<file path="src/rtl/rainbow_sequencer.sv">
// Rainbow pattern sequencer for the 6-stage RGB LED shift register: fast prime, then timed steps.
// Optional RAINBOW_SPEED_ADJUST_EN adds faster/slower inputs that shorten the step interval.
module rainbow_sequencer #(
  parameter int STEP_CYCLES = 2000000,
  parameter int PATTERN_LEN = 6,
  parameter int ONES        = 3
) (
  input  logic                           clk,
  input  logic                           reset,
  input  logic                           start,
  input  logic                           stop,
  input  logic                           hold,
`ifdef RAINBOW_SPEED_ADJUST_EN
  input  logic                           faster,
  input  logic                           slower,
`endif
  output logic                           shift_en,
  output logic                           d,
  output logic [$clog2(PATTERN_LEN)-1:0] phase,
  output logic                           running,
  output logic                           cycle_done
);

  localparam int PW  = $clog2(STEP_CYCLES);
  localparam int PHW = $clog2(PATTERN_LEN);

  typedef enum logic [1:0] {S_IDLE, S_PRIME, S_RUN, S_PAUSE} state_t;

  state_t          state_q;
  logic [PW-1:0]   presc_q;
  logic [PHW-1:0]  phase_q;
  logic            shift_en_q;
  logic            d_q;
  logic            running_q;
  logic            cycle_done_q;

  logic [PHW-1:0]  phase_d;
  logic            phase_wrap;
  logic            pat_bit;
  logic [31:0]     interval;
  logic            step_hit;

`ifdef RAINBOW_SPEED_ADJUST_EN
  logic [1:0]      speed_q;
  logic [31:0]     shifted;

  // Speed level: saturating up/down, simultaneous requests cancel; survives stop.
  always_ff @(posedge clk or posedge reset) begin
    if (reset) begin
      speed_q <= 2'd0;
    end else if (faster && !slower && (speed_q != 2'd3)) begin
      speed_q <= speed_q + 2'd1;
    end else if (slower && !faster && (speed_q != 2'd0)) begin
      speed_q <= speed_q - 2'd1;
    end else begin
      speed_q <= speed_q;
    end
  end

  always_comb begin
    shifted  = 32'(STEP_CYCLES) >> speed_q;
    interval = (shifted < 32'd2) ? 32'd2 : shifted;
  end
`else
  always_comb begin
    interval = 32'(STEP_CYCLES);
  end
`endif

  // Compare with >= so a shortened interval fires at once if the count is already past it.
  always_comb begin
    phase_wrap = (phase_q == PHW'(PATTERN_LEN - 1));
    phase_d    = phase_wrap ? '0 : phase_q + PHW'(1);
    pat_bit    = (32'(phase_q) < 32'(ONES));
    step_hit   = (32'(presc_q) >= (interval - 32'd1));
  end

  always_ff @(posedge clk or posedge reset) begin
    if (reset) begin
      state_q      <= S_IDLE;
      presc_q      <= '0;
      phase_q      <= '0;
      shift_en_q   <= 1'b0;
      d_q          <= 1'b0;
      running_q    <= 1'b0;
      cycle_done_q <= 1'b0;
    end else begin
      shift_en_q   <= 1'b0;
      d_q          <= 1'b0;
      cycle_done_q <= 1'b0;
      if (stop) begin
        state_q   <= S_IDLE;
        presc_q   <= '0;
        phase_q   <= '0;
        running_q <= 1'b0;
      end else begin
        case (state_q)
          S_IDLE: begin
            running_q <= 1'b0;
            if (start) begin
              state_q <= S_PRIME;
              phase_q <= '0;
              presc_q <= '0;
            end
          end
          S_PRIME: begin
            shift_en_q <= 1'b1;
            d_q        <= pat_bit;
            phase_q    <= phase_d;
            if (phase_wrap) begin
              cycle_done_q <= 1'b1;
              state_q      <= S_RUN;
              presc_q      <= '0;
              running_q    <= 1'b1;
            end
          end
          S_RUN: begin
            if (step_hit) begin
              shift_en_q   <= 1'b1;
              d_q          <= pat_bit;
              cycle_done_q <= phase_wrap;
              phase_q      <= phase_d;
              presc_q      <= '0;
            end else begin
              presc_q <= presc_q + PW'(1);
            end
            // The hold cycle itself still counts as a RUN cycle.
            if (hold) begin
              state_q   <= S_PAUSE;
              running_q <= 1'b0;
            end
          end
          S_PAUSE: begin
            if (hold) begin
              state_q   <= S_RUN;
              running_q <= 1'b1;
            end
          end
          default: begin
            state_q   <= S_IDLE;
            running_q <= 1'b0;
          end
        endcase
      end
    end
  end

  assign shift_en   = shift_en_q;
  assign d          = d_q;
  assign phase      = phase_q;
  assign running    = running_q;
  assign cycle_done = cycle_done_q;

endmodule

</file>
<file path="config.mk">
export PLATFORM = sky130hd
export DESIGN_NAME = rainbow_sequencer
export DESIGN_NICKNAME = d
export VERILOG_FILES = /design/src/rtl/rainbow_sequencer.sv
export SDC_FILE = /design/constraint.sdc
export NUM_CORES = 1
export LEC_CHECK = 0
export ABC_CLOCK_PERIOD_IN_PS = 3600
export CAP_MARGIN = 5
export CORE_MARGIN = 2
export CORE_UTILIZATION = 30
export CTS_CLUSTER_SIZE = 20
export DETAILED_ROUTE_END_ITERATION = 6
export GPL_TIMING_DRIVEN = 0
export SLEW_MARGIN = 20
export SYNTH_ARGS = -nofsm -noshare
export SYNTH_HDL_FRONTEND = slang
export SYNTH_SLANG_ARGS = --single-unit
</file>
<file path="constraint.sdc">
create_clock -name clk -period 3.6 [get_ports clk]
set_input_delay 0.36 -clock clk [delete_from_list [all_inputs] [get_ports clk]]
set_output_delay 0.36 -clock clk [all_outputs]
set_load 0.02 [all_outputs]
</file>
### Yosys cells after proc, flatten, opt, wreduce, memory -nomap -nowiden

Index checks and enable logic that the tools add are counted.

* register bits after elaboration: 30
* logic and storage cells: 57

* add/sub/neg operators: 2
* order comparisons: 2
* eq/ne operators: 9
* mux-type cells: 31
* reduce and logical (&&, ||, !) cells: 6

Operators by type and width (number)
* 21-bit two-way mux: 4
* 21-bit one-hot mux with 3 select lines: 1
* 21-bit by 1-bit adder with 21-bit output, second input constant: 1
* 21-bit greater-or-equal comparator, second input constant: 1
* 3-bit inequality test, second input constant: 5
* 3-bit two-way mux: 4
* 1-bit two-way mux: 11
* 2-bit two-way mux: 5
* 3-bit one-hot mux with 3 select lines: 1
* 3-bit AND reduction: 3
* 2-bit one-hot mux with 4 select lines: 1
* 1-bit one-hot mux with 2 select lines: 3
* 2-bit == test, second input constant: 2
* 1-bit one-hot mux with 4 select lines: 1
* 4-bit AND reduction: 1
* 4-bit nonzero test: 1
* 3-bit by 1-bit adder with 3-bit output, second input constant: 1
* 3-bit == test, second input constant: 1
* 3-bit by 2-bit < comparator with 1-bit output, second input constant: 1
* 2-bit by 1-bit == test with 1-bit output, second input constant: 1
* 2-bit zero test: 1

### Longest topological paths before layout

Gate-level depths: netlist of run 1.

* word-level depth: 5
* mapped depth: 9
* gate-level depth less buffers: 7

### Worst setup path before layout of run 1

OpenSTA, ideal clock, no wires.

* path type: register to register
* start point: register state_q[0]
* end point: register presc_q[0]
* library setup time: 128 ps
* arrival: 2220 ps
* required time: 3472 ps
* setup slack: 1252 ps
* cell stages (with the launch flop): 9
* cells stage by stage: dfrtp_1 -> inv_1 -> ha_1 -> or3_1 -> a21oi_1 -> or2_2 -> clkbuf_1 -> nor3_1 -> mux2_1

* word-level cells in the longest chain between the ends: 3
* elaborated cells on any way between the ends: 9

Ends and longest elaborated chain
* start: declaration: line 29 `state_t state_q;`
* start signal: assignment: line 80 `state_q <= S_IDLE;`
* start signal: assignment: line 92 `state_q <= S_IDLE;`
* start signal: assignment: line 101 `state_q <= S_PRIME;`
* 2-bit by 1-bit == test with 1-bit output, or another cell as far along: line 97 `case (state_q)`
* 3-bit inequality test (no line), or another cell as far along
* 3-bit AND reduction (no line) / 21-bit two-way mux (equally long branches)
* end signal: assignment: line 125 `presc_q <= presc_q + PW'(1);`
* end: declaration: line 30 `logic [PW-1:0] presc_q;`

Parallel ways exist; a longest one is shown, timed or not.
A chain may end at the register's enable or synchronous reset.

### Worst setup path in the final report of run 1

Same ends and word-level chain as after synthesis.

==> impl_metrics.csv, run 1 <==
group,metric,value,unit
floorplanning,die-width,80.0,um
layout,diodes,0,
timing,report.final.slew_viol_count,0,
global_routing,antenna_found_initial,0,
layout,syn_to_final_growth,16.8,%
timing,finalSetupTns,0,ps
layout,final_common_cell,"dfrtp_1",
timing,fin_crit_sh,0.785,
clock_tree,cts_made_buffers,5,
clock_tree,cts_root_buf,"clkbuf_8",
layout,multiInputGateArea,925,sq um
clock_tree,clkLatencyLatePin,280,ps
pwr,ir_drop,0.189,mV
placed_design,io_buffers,11,
worst_setup_path,critPathKind,"reg2reg",
synthesis,yosysTopAreaCell,"dfrtp_1",
global_routing,gr-usage-all-layers,0.121,
timing,worstMarginPinSlew,745,ps
floorplanning,dieArea,6400,sq um
worst_setup_path,reg2reg_slack,770,ps
placed_design,dp_hpwl,2.40,mm
clock_tree,cts.sinks,30,
layout,regArea,751,sq um
clock_tree,cts_resized,0,
timing,final_hold_viol_count,0,
synthesis,synth_top_area_share,0.434,
synthesis,syn_inst,176,
routing,ant_nets,0,
routing,via_per_inst,5.08,
clock_tree,post-cts-setup-buffers,0,
layout,stdcell_count,267,
placed_design,dp.cells,259,
global_routing,grtUsageMet2,0.184,
timing,fin_skew,5.40,ps
timing,min_period,2830,ps
global_routing,use_met1,0.156,
layout,nFillCells,583,
worst_setup_path,startpoint_type,"register",
routing,drtIter0Drc,64,
global_routing,overflow,0,
synthesis,ys_seq_area_frac,0.434,
clock_tree,hold_buffers,0,
worst_setup_path,cp-end-kind,"register",
floorplanning,start_util,0.313,
layout,finalNetCount,204,
timing,rsz0062_at_grt,"no",
synthesis,synth_cell_types,44,
worst_setup_path,crit_fanout,8,
global_routing,grt_pass1_wl,6.01,mm
synthesis,synth_edf_count,0,
routing,finalWirelength,3.36,mm
timing,slew-limit-headroom,0.503,
global_routing,grt_pass1_vias,1282,
pwr,p_leak,0.763,nW
layout,drive_gt1_frac,0.154,
clock_tree,cts_tree,"yes",
routing,vias,1356,
worst_setup_path,cp.arrival,2990,ps
layout,final_cell_mix,"dfrtp_1 (30), nor2_1 (12), xnor2_1 (12), clkdlybuf4s50_1 (11)",
min_path,hp-class,"in2async",
worst_setup_path,crit_required,3770,ps
floorplanning,rows,27,
synthesis,ys_warn_count,0,
run_status,run_status,"finished clean",
floorplanning,ioPinCount,12,
synthesis,ys_async_sr_fraction,1.00,
clock_tree,htree_levels,2,
synthesis,synth.avg_cell_area,9.84,sq um
flow_run,drv_cap,0,
clock_tree,clk_path_buf_depth,2,
worst_setup_path,r2r_cells,8,
synthesis,ys_top_cells_by_area,"dfrtp_1 (43%), xnor2_1 (6.1%), ha_1 (3.6%)",
synthesis,synth_flop_cell,"dfrtp_1",
floorplanning,die_h,80.0,um
clock_tree,path_clk_slew,60,ps
floorplanning,core_area,5540,sq um
pwr,cellPowerDensity,519,nW/um^2
routing,drcViolationCount,0,
placed_design,routabilityCongestion,0.792,
routing,wl_per_cell,12.6,um
timing,final-setup-viol-count,0,
timing,clock.fmax,354,MHz
synthesis,syn_area,1730,sq um
routing,first_pass_iters,4,
synthesis,synthesis.nets,186,
synthesis,synth_seq_cells,30,
global_routing,grt_max_degree,31,
global_routing,met3_usage,0.0373,
global_routing,grt-busiest-layer,"met2",
Yosys cell counts (2+ instances only):
cell type / instances
nand3_1: 7
ha_1: 5
or4_1: 2
or2_2: 3
mux2_1: 2
a31oi_1: 2
nand4_1: 4
nand2_1: 10
nand2b_1: 3
o21ai_0: 4
o2bb2ai_1: 4
dfrtp_1: 30
nor4_1: 9
nor2_1: 12
inv_1: 5
nor2_2: 10
or3_1: 5
nor3_1: 2
a22o_1: 2
xnor2_1: 12
and4_1: 2
nor2b_1: 3
nor4b_1: 3
a21oi_1: 10
clkbuf_1: 6
metrics by stage:
| step | hold WS [ps] | setup WS, ps | cell area [sq um] | util | power, W |
|---|---|---|---|---|---|
| after floorplan | 423 | 1250 | 1730 | - | 0.000679 |
| after global placement | 478 | 804 | 1930 | 0.349 | 0.000779 |
| after detailed placement | 486 | 795 | 1930 | 0.349 | 0.000777 |
| after CTS | 497 | 778 | 2020 | 0.365 | 0.00106 |
| after global routing | 531 | 641 | 2020 | 0.365 | 0.00112 |
| final | 473 | 773 | 2020 | 0.365 | 0.00105 |
worst max-delay path, stage by stage, from the launching register on:
cell and delay, ps:
dfrtp_1 410, inv_1 100, ha_1 250, or3_1 370
a21oi_1 610, or2_2 220, clkbuf_1 280, nor3_1 150
mux2_1 300
flip-flops by register name (all words and copies together), names as in the netlist:
| name | count |
|---|---|
| d | 1 |
| running | 1 |
| state_q | 2 |
| phase | 3 |
| presc_q | 21 |
| cycle_done | 1 |
| shift_en | 1 |
where the power goes:
part | leakage, nW | internal, W | switching [W]
combinational | 0.299 | 0.000145 | 0.000239
clock | 0.0482 | 0.000154 | 0.000121
sequential | 0.416 | 0.000363 | 0.0000273
cell families (layout without fill, tap and decap cells):
group | Yosys count | in the layout | synth area share
AO/OA/AOI/OAI | 32 | 32 | 0.140
XOR/XNOR | 13 | 13 | 0.0658
adder cells (fa/ha/maj) | 5 | 5 | 0.0361
buffers and inverters | 12 | 31 | 0.0325
flip-flops | 30 | 30 | 0.434
multiplexers | 2 | 2 | 0.0130
AND/OR/NAND/NOR | 82 | 82 | 0.279
cell type report:
cell class | count | share of cell area
Clock buffer | 7 | 0.0427
Tap cell | 72 | 0.0445
Multi-Input combinational cell | 134 | 0.457
Buffer | 7 | 0.0186
Sequential cell | 30 | 0.371
Clock inverter | 1 | 0.00247
Timing Repair Buffer | 11 | 0.0544
Inverter | 5 | 0.00928
path summary, 6_finish.rpt:
kind / startpoint / endpoint
worst min-delay path: reset / presc_q[16]
max in group asynchronous: reset / presc_q[13]
worst max-delay path: state_q[0] / presc_q[0]
worst min register to register: presc_q[20] / presc_q[20]
min in group clk: presc_q[20] / presc_q[20]
worst max register to register: state_q[0] / presc_q[0]
per-layer routing:
metal / vias to the layer above / wire (um) / share of wire
met1: 651 / 1660 / 0.49
met3: 7 / 113 / 0.034
met4: 0 / 78 / 0.023
met5: - / 0 / 0
met2: 18 / 1510 / 0.45
li1: 680 / - / -
No activity file was read; power rests on OpenSTA's default activity.
==> run 2: changes to the inputs <==
--- a/config.mk
+++ b/config.mk
@@ -5,7 +5,7 @@
 export SDC_FILE = /design/constraint.sdc
 export NUM_CORES = 1
 export LEC_CHECK = 0
-export ABC_CLOCK_PERIOD_IN_PS = 3600
+export ABC_CLOCK_PERIOD_IN_PS = 2800
 export CAP_MARGIN = 5
 export CORE_MARGIN = 2
 export CORE_UTILIZATION = 30
==> constraint.sdc (replaced) <==
create_clock -name clk -period 2.8 [get_ports clk]
set_input_delay 0.28 -clock clk [delete_from_list [all_inputs] [get_ports clk]]
set_output_delay 0.28 -clock clk [all_outputs]
set_load 0.02 [all_outputs]
==> impl_metrics.csv, run 2 (synthesis results as in run 1) <==
group,metric,value,unit
timing,final_hold_viol_count,0,
timing,fin_crit_sh,0.927,
clock_tree,clk_path_buf_depth,2,
placed_design,dp_hpwl,2.40,mm
worst_setup_path,cp-end-kind,"register",
pwr,switching_power,0.000503,W
pwr,pwr-share-seq,0.370,
routing,via_per_inst,5.08,
min_path,hp-class,"in2async",
flow_run,drv_cap,0,
worst_setup_path,crit_chain,"inv_1, ha_1, or3_1, a21oi_2, or2_2, clkbuf_1, nor3_1, mux2_1",
global_routing,overflow,0,
placed_design,io_buffers,11,
pwr,power,0.00136,W
layout,drive_gt1_frac,0.159,
worst_setup_path,crit_start,"state_q[0]",
timing,clock.fmax,385,MHz
layout,finalNetCount,204,
worst_setup_path,crit_fanout,8,
worst_setup_path,cp.arrival,2760,ps
global_routing,grt_pass1_vias,1295,
routing,vias,1357,
clock_tree,cts.sinks,30,
layout,largest_register_ffs,21,
worst_setup_path,critPathKind,"reg2reg",
worst_setup_path,crit_required,2970,ps
clock_tree,cts_made_buffers,5,
pwr,clockPowerShare,0.260,
timing,fin_skew,5.40,ps
floorplanning,die_h,80.0,um
pwr,p_leak,0.763,nW
layout,top_register,"presc_q",
layout,nFillCells,586,
layout,final_common_cell,"dfrtp_1",
floorplanning,rows,27,
routing,drcViolationCount,0,
routing,finalWirelength,3.36,mm
timing,worstMarginPinSlew,619,ps
layout,diodes,0,
timing,min_period,2600,ps
pwr,comb_power_share,0.369,
timing,report.final.slew_viol_count,0,
worst_setup_path,critPathMaxStageDelay,410,ps
floorplanning,dieArea,6400,sq um
timing,final-setup-viol-count,0,
floorplanning,ioPinCount,12,
layout,final_cell_mix,"dfrtp_1 (30), nor2_1 (12), xnor2_1 (12), clkdlybuf4s50_1 (11)",
routing,ant_nets,0,
pwr,internal_power,0.000853,W
pwr,cellPowerDensity,669,nW/um^2
worst_setup_path,startpoint_type,"register",
floorplanning,die-width,80.0,um
clock_tree,path_clk_slew,60,ps
placed_design,routabilityCongestion,0.792,
placed_design,pre_cts_ws,-4.56,ps
clock_tree,cts_tree,"yes",
floorplanning,start_util,0.313,
worst_setup_path,reg2reg_from,"state_q[0]",
clock_tree,clkLatencyLatePin,280,ps
global_routing,grt_pass1_wl,6.07,mm
routing,drtIter0Drc,64,
floorplanning,core_area,5540,sq um
timing,rsz0062_at_grt,"no",
clock_tree,htree_levels,2,
pwr,switching_share,0.371,
clock_tree,hold_buffers,0,
timing,slew-limit-headroom,0.587,
global_routing,grt_max_degree,31,
run_status,run_status,"finished clean",
global_routing,gr-usage-all-layers,0.122,
worst_setup_path,slowest_stage,"dfrtp_1",
timing,hold_ws,393,ps
global_routing,antenna_found_initial,0,
clock_tree,cts_root_buf,"clkbuf_8",
layout,syn_to_final_growth,17.1,%
layout,stdcell_count,267,
placed_design,dp.cells,259,
routing,first_pass_iters,4,
pwr,ir_drop,0.251,mV
timing,worst_slack,204,ps
routing,wl_per_cell,12.6,um
==> run 2: cell types whose count changed in the layout (fill, tap and decap cells not counted) <==
cell | before | now
a21oi_2 | 1 | 2
a21oi_1 | 10 | 9
==> run 2: power by group through the flow <==
stage,clock network (W),logic (W),registers (W)
floorplan,0,0.000350,0.000523
global placement,0,0.000492,0.000510
detailed placement,0,0.000489,0.000510
CTS,0.000368,0.000498,0.000502
global route,0.000387,0.000556,0.000508
finish,0.000353,0.000501,0.000502
==> run 2: metrics by stage <==
| step | area [sq um] | setup TNS [ps] | util |
|---|---|---|---|
| CTS | 2030 | 0 | 0.366 |
| global route | 2030 | 0 | 0.366 |
| floorplan | 1730 | 0 | - |
| finish | 2030 | 0 | 0.366 |
| detailed placement | 1930 | -4.56 | 0.349 |
| global placement | 1930 | 0 | 0.349 |
==> run 2: metal layers <==
layer | vias to the layer above | part of all wire | GRT usage
met5 | - | 0 | 0
met1 | 652 | 0.49 | 0.156
met3 | 7 | 0.033 | 0.0373
li1 | 680 | - | -
met2 | 18 | 0.45 | 0.188
met4 | 0 | 0.023 | 0.0576
==> run 2: cell type report <==
cell class	instances	area, sq um	area share
Multi-Input combinational cell	134	928	0.458
Sequential cell	30	751	0.370
Timing Repair Buffer	11	110	0.0543
Tap cell	72	90.1	0.0444
Clock buffer	7	86.3	0.0426
Buffer	7	37.5	0.0185
Inverter	5	18.8	0.00926
Clock inverter	1	5.00	0.00247
==> run 2: what timing repair did <==
action	in CTS	in global routing
resized for setup	1	0
setup buffers	0	0
setup endpoints to repair	1	0
==> run 2: worst max-delay path, delay by kind of cell, from the launching register on <==
kind / cells / cell delay [ps]
buffers and inverters: 2 / 380
AO/OA/AOI/OAI: 1 / 390
adder cells (fa/ha/maj): 1 / 250
flip-flops: 1 / 410
multiplexers: 1 / 300
AND/OR/NAND/NOR: 3 / 740
==> run 2: path summary, 6_finish.rpt <==
path,cells after the start,to,slack (ps)
max in group asynchronous,2,presc_q[13],1990
worst max register to register,8,presc_q[0],200
worst min-delay path,2,presc_q[16],390
min in group clk,2,presc_q[20],500
worst max-delay path,8,presc_q[0],200
worst min register to register,2,presc_q[20],500
